**src/rtl/seg_scan.sv**
```systemverilog
// Four-digit multiplexed seven-segment driver. One clk_div bit paces the digit
// scan, another supplies the blink phase; anode and segment drives are active-low.
module seg_scan #(
   parameter int SCAN_BIT  = 17,
   parameter int BLINK_BIT = 24
) (
   input  logic        clk,
   input  logic        rst,
   input  logic [31:0] clk_div,
   input  logic [15:0] hexs,
   input  logic [3:0]  points,
   input  logic [3:0]  LEs,
   input  logic [3:0]  blink,
   output logic [3:0]  AN,
   output logic [7:0]  SEGMENT
);

   logic [1:0] idx_q,   idx_d;
   logic       scan_q,  scan_d;
   logic       blink_q, blink_d;
   logic [3:0] an_q,    an_d;
   logic [7:0] seg_q,   seg_d;

   logic       tick;
   logic       blank;
   logic [3:0] nibble;
   logic       unused_div;

   // Active-low {g,f,e,d,c,b,a} pattern for one hex digit.
   function automatic logic [6:0] seg7(input logic [3:0] h);
      logic [6:0] s;
      case (h)
         4'h0: s = 7'h40;
         4'h1: s = 7'h79;
         4'h2: s = 7'h24;
         4'h3: s = 7'h30;
         4'h4: s = 7'h19;
         4'h5: s = 7'h12;
         4'h6: s = 7'h02;
         4'h7: s = 7'h78;
         4'h8: s = 7'h00;
         4'h9: s = 7'h10;
         4'hA: s = 7'h08;
         4'hB: s = 7'h03;
         4'hC: s = 7'h46;
         4'hD: s = 7'h21;
         4'hE: s = 7'h06;
         default: s = 7'h0E;
      endcase
      return s;
   endfunction

   always_comb begin
      unused_div = ^clk_div;
      scan_d     = clk_div[SCAN_BIT];
      blink_d    = clk_div[BLINK_BIT];
      // Rising edge of the scan bit relative to its value one cycle earlier.
      tick       = clk_div[SCAN_BIT] & ~scan_q;
      idx_d      = tick ? idx_q + 2'd1 : idx_q;
      nibble     = hexs[{idx_q, 2'b00} +: 4];
      blank      = ~LEs[idx_q] | (blink[idx_q] & blink_q);
      an_d       = 4'hF;
      seg_d      = 8'hFF;
      if (!blank) begin
         an_d  = ~(4'b0001 << idx_q);
         seg_d = {~points[idx_q], seg7(nibble)};
      end
   end

   always_ff @(posedge clk or posedge rst) begin
      if (rst) begin
         idx_q   <= 2'd0;
         scan_q  <= 1'b0;
         blink_q <= 1'b0;
         an_q    <= 4'hF;
         seg_q   <= 8'hFF;
      end else begin
         idx_q   <= idx_d;
         scan_q  <= scan_d;
         blink_q <= blink_d;
         an_q    <= an_d;
         seg_q   <= seg_d;
      end
   end

   assign AN      = an_q;
   assign SEGMENT = seg_q;

endmodule

```
**config.mk**
```make
export PLATFORM = sky130hd
export DESIGN_NAME = seg_scan
export DESIGN_NICKNAME = d
export VERILOG_FILES = /design/src/rtl/seg_scan.sv
export SDC_FILE = /design/constraint.sdc
export NUM_CORES = 1
export LEC_CHECK = 0
export CAP_MARGIN = 5
export CORE_ASPECT_RATIO = 1.2
export CORE_MARGIN = 5
export CORE_UTILIZATION = 37
export CTS_CLUSTER_SIZE = 30
export DETAILED_ROUTE_END_ITERATION = 10
export GPL_TIMING_DRIVEN = 1
export PLACE_DENSITY = 0.95
export SYNTH_ARGS = -nofsm -noshare
export SYNTH_HDL_FRONTEND = slang
export SYNTH_SLANG_ARGS = --single-unit
```
**constraint.sdc**
```tcl
create_clock -name clk -period 4.7 [get_ports clk]
set_input_delay 0.47 -clock clk [delete_from_list [all_inputs] [get_ports clk]]
set_output_delay 0.47 -clock clk [all_outputs]
set_load 0.05 [all_outputs]
```
**After elaboration in Yosys (flattened, before gate mapping)**

Memories as Yosys holds them, arrays and structs flattened.
Cells that the tools add are included.

- Add/sub/neg operators: 1
- Magnitude comparators: 1
- Shift operators: 2
- Muxes and demuxes: 8
- Bitwise logic cells: 7

Operators by type and width:

| kind | count |
|---|---|
| $shiftx 16x5->4 | 1 |
| $mux 8 | 1 |
| $bmux 1 s2 | 3 |
| $mux 4 | 1 |
| $not 4->4 | 1 |
| $shl 1x2->4 const A | 1 |
| $lt 2x3->1 const B | 1 |
| $mux 1 | 3 |
| $not 1->1 | 3 |
| $add 2x1->2 const B | 1 |
| $and 1x1->1 | 2 |
| $or 1x1->1 | 1 |

- Register bits: 16
- Memory bits (read-only): 112
- Bits of input ports: 62
- Word-level logic and storage cells: 25
- Memories: 1

Memory list:

| name | depth | width | read ports | clocked after Yosys merged registers in | write ports | RTL line | text |
|---|---|---|---|---|---|---|---|
| (no name shown) | 16 | 7 | 1 | 0 | 0 | 32 | `case (h)` |

**Longest topological paths before layout**

- Depth in word-level cells: 5
- Mapped depth: 7
- Mapped depth without buffers: 6

**Worst setup path before layout**

Ideal clock, no wire load.

- Path kind: reg-to-reg
- From: register idx_q[0]
- To: register seg_q[3] (netlist: SEGMENT[3])
- Setup time: 0.084 ns
- Data arrival time: 1.738 ns
- Data required time: 4.616 ns
- Path slack: 2.878 ns
- Stages on the path, launching flop included: 7
- Period minus slack after synthesis: 1.822 ns
- Cells stage by stage: dfrtp_1 buf_6 mux4_2 ha_1 or2_1 a21oi_1 o21ai_1

- Cells in the longest elaborated chain, start to end: 5

Ends and longest elaborated chain:

| what | RTL line | text |
|---|---|---|
| start: declaration | 18 | `logic [1:0] idx_q, idx_d;` |
| start signal: assignment | 78 | `idx_q <= idx_d;` |
| parallel branches: the longest is 4 deep, another holds $mem_v2 16x7 | -- |  |
| $mux 8 (*) | 64 | `if (!blank) begin` |
| named net seg_d[3] | 22 | `logic [7:0] seg_q, seg_d;` |
| end signal: assignment | 82 | `seg_q <= seg_d;` |
| end: declaration | 22 |  |

Mark *: on every way through the listed nets, which the timed path passes. The select of a mux whose other input is x is not followed.
A chain may end at the register's enable or synchronous reset.

**Final worst setup path**

- From: register idx_q[0]
- To: register seg_q[1] (netlist: SEGMENT[1])

The elaborated chain is that of the path after synthesis.

==> impl_metrics.sql <==
INSERT INTO impl_metrics (metric_group, metric, value, unit) VALUES
('status', 'run_status', 'completed', ''),
('die', 'start_util', '38.0', '%'),
('timing', 'final_period_minus_worst_setup_slack', '2.24', 'ns'),
('power', 'total_leakage_power', '0.609', 'nW'),
('synth', 'avgSynthCellArea', '12.5', 'um^2'),
('critical_path', 'timing.rr.end', 'SEGMENT[1]', ''),
('job', 'max_cap_violations', '0', ''),
('clock_network', 'post_cts_resize_count', '0', ''),
('timing', 'grt_setup_unrepaired', 'no', ''),
('critical_path', 'start_kind', 'register', ''),
('timing', 'clock_skew', '0.00657', 'ns'),
('finish', 'layout.nets', '198', ''),
('global_routing', 'first_global_vias', '774', ''),
('routing', 'drc', '0', ''),
('critical_path', 'crit_end', 'SEGMENT[1]', ''),
('placed_design', 'placed_area', '1480', 'um^2'),
('global_routing', 'largest_net_degree_at_the_start_of_global_routing', '17', ''),
('global_routing', 'grt_antenna_before_repair', '0', ''),
('min_path', 'tightest_hold_check_type', 'in2async', ''),
('critical_path', 'cp_data_required_time', '4.89', 'ns'),
('clock_network', 'cts-hold-fix-buffers', '0', ''),
('clock_network', 'worst_skew_pair.late_latency', '0.29', 'ns'),
('finish', 'instances_no_fill', '159', ''),
('critical_path', 'worst-path-max-fanout', '11', ''),
('global_routing', 'globalRouteTotalUtil', '12.3', '%'),
('synth', 'count_of_flip_flops_with_a_built_in_enable_after_synthesis', '0', ''),
('synth', 'synth_seq_cells', '16', ''),
('power', 'worst_ir_drop_vdd', '311', 'uV'),
('clock_network', 'htreeDepth', '1', ''),
('synth', 'synth.cells.most_frequent', '12 x sky130_fd_sc_hd__dfstp_2, 10 x sky130_fd_sc_hd__ha_1, 10 x sky130_fd_sc_hd__nand2_1', ''),
('synth', 'synthMostInstantiatedCell', 'sky130_fd_sc_hd__dfstp_2', ''),
('timing', 'max_slew_margin', '61.9', '%'),
('clock_network', 'clk_pin_slew_worst_paths', '0.10', 'ns'),
('synth', 'yosys_warnings', '0', ''),
('die', 'die_width', '58.3', 'um'),
('routing', 'drt_iter0_markers', '11', ''),
('routing', 'routed_wl', '2.23', 'mm'),
('finish', 'final_layout_size_suffix_gt1_share', '23.2', '%'),
('routing', 'firstDrtPassIters', '4', ''),
('clock_network', 'numClockSinks', '16', ''),
('critical_path', 'crit_type', 'reg2reg', ''),
('timing', 'finalSetupTns', '0', 'ns'),
('synth', 'mappedNetlistNets', '155', ''),
('global_routing', 'global_route_wire_length_before_repair', '3.61', 'mm'),
('critical_path', 'crit_start', 'idx_q[0]', ''),
('timing', 'finalSetupViolations', '0', ''),
('routing', 'wl_per_cell', '14.1', 'um'),
('finish', 'diodes', '0', ''),
('die', 'rows', '21', ''),
('placed_design', 'placed_cells', '155', ''),
('timing', 'hold_viol_final', '0', ''),
('synth', 'synth_cell_types', '28', ''),
('synth', 'synth-async-reset-ratio', '100', '%'),
('critical_path', 'reg2reg_slack', '2.46', 'ns'),
('timing', 'finalCritPeriodShare', '47.6', '%'),
('timing', 'transition_time_at_the_pin_with_the_least_slew_margin', '0.569', 'ns'),
('clock_network', 'cts.path.max_buffers', '2', ''),
('synth', 'synth.area.top_cells', 'sky130_fd_sc_hd__dfstp_2 30%, sky130_fd_sc_hd__mux4_2 17%, sky130_fd_sc_hd__ha_1 12%, sky130_fd_sc_hd__dfrtp_1 9.7%, sky130_fd_sc_hd__nand2_1 3.6%', ''),
('synth', 'synth_top_flop_cell', 'sky130_fd_sc_hd__dfstp_2', ''),
('placed_design', 'preCtsSetupSlack', '2.37', 'ns'),
('finish', 'areaGrowthSynthToFinish', '45.8', '%'),
('synth', 'ys_seq_area_share', '40.0', '%'),
('routing', 'routed_via_density', '4.99', ''),
('finish', 'fillerInstances', '255', ''),
('timing', 'fmax', '447', 'MHz'),
('placed_design', 'gpl.final_weighted_congestion', '0.778', ''),
('placed_design', 'portBuffers', '43', ''),
('clock_network', 'tritoncts_clock_tree', 'built', ''),
('critical_path', 'ff2ff_path_depth', '5', ''),
('timing', 'fin_ws', '2.46', 'ns'),
('synth', 'synth.largest_area_cell', 'sky130_fd_sc_hd__dfstp_2', '');
==> worst min path at each step <==
stage | startpoint | end | slack, ns
after floorplan | rst | blink_q | 0.38
after global placement | scan_q | idx_q[0] | 0.54
after detailed placement | scan_q | idx_q[0] | 0.56
after CTS | rst | blink_q | 0.55
after global routing | rst | blink_q | 0.59
final | rst | blink_q | 0.52
==> metrics by stage <==
stage	utilization (%)	total power, mW	hold WS, ns
finish	55.4	0.964	0.524
global route	55.4	1.03	0.585
CTS	55.4	0.969	0.550
detailed placement	54.0	0.877	0.561
global placement	54.0	0.844	0.540
floorplan	-	0.735	0.375
==> layout by cell type (no fill, tap or decap), types with 3 or more instances in the layout <==
master,count
sky130_fd_sc_hd__mux4_2,8
sky130_fd_sc_hd__ha_1,10
sky130_fd_sc_hd__nand2_1,10
sky130_fd_sc_hd__dfstp_2,12
sky130_fd_sc_hd__dfrtp_1,4
sky130_fd_sc_hd__clkdlybuf4s50_1,43
sky130_fd_sc_hd__inv_1,5
sky130_fd_sc_hd__xor2_1,4
sky130_fd_sc_hd__clkbuf_4,3
==> area by class of cell <==
cell class	instances	area [um^2]	share of cell area [%]
clock buffer	4	36.3	2.40
sequential	16	415	27.5
inverter	5	18.8	1.24
tap	34	42.5	2.81
multi-input combinational	57	569	37.6
timing repair buffer	43	430	28.5
==> cell families (layout without fill, tap and decap cells) <==
group                    after synthesis  in the layout  share of synthesized area (%)
AND/OR/NAND/NOR                       19             19                           8.81
AO/OA/AOI/OAI                         13             13                           9.89
adder cells (fa/ha/maj)               10             10                           12.1
buffers and inverters                 10             52                           5.07
flip-flops                            16             16                           40.0
XOR/XNOR                               5              5                           4.22
multiplexers                          10             10                           19.9
==> flip-flops by register name (all words and copies together) (netlist names) <==
signal / cells
blink_q: 1
AN: 4
SEGMENT: 8
idx_q: 2
scan_q: 1
==> metal layers <==
metal | track usage, % | vias up | routed length, um
met5 | 0 | - | 0
met4 | 6.96 | 0 | 61
met3 | 3.96 | 7 | 218
met2 | 21.2 | 44 | 1170
met1 | 13.2 | 364 | 784
li1 | - | 378 | -
==> where the power goes <==
part | internal [mW] | leakage, nW | switching (mW) | total [mW]
clock | 0.0472 | 0.0210 | 0.0442 | 0.0914
sequential | 0.214 | 0.173 | 0.0480 | 0.262
combinational | 0.262 | 0.415 | 0.348 | 0.610
total | 0.524 | 0.609 | 0.440 | 0.964
==> worst max-delay path, stage by stage, from the launching register on <==
cell                       delay, ns
sky130_fd_sc_hd__dfrtp_1        0.70
sky130_fd_sc_hd__mux4_2         0.65
sky130_fd_sc_hd__inv_1          0.16
sky130_fd_sc_hd__ha_1           0.27
sky130_fd_sc_hd__o211ai_1       0.23
sky130_fd_sc_hd__o211ai_1       0.13
Power figures use the tool's default switching activity.
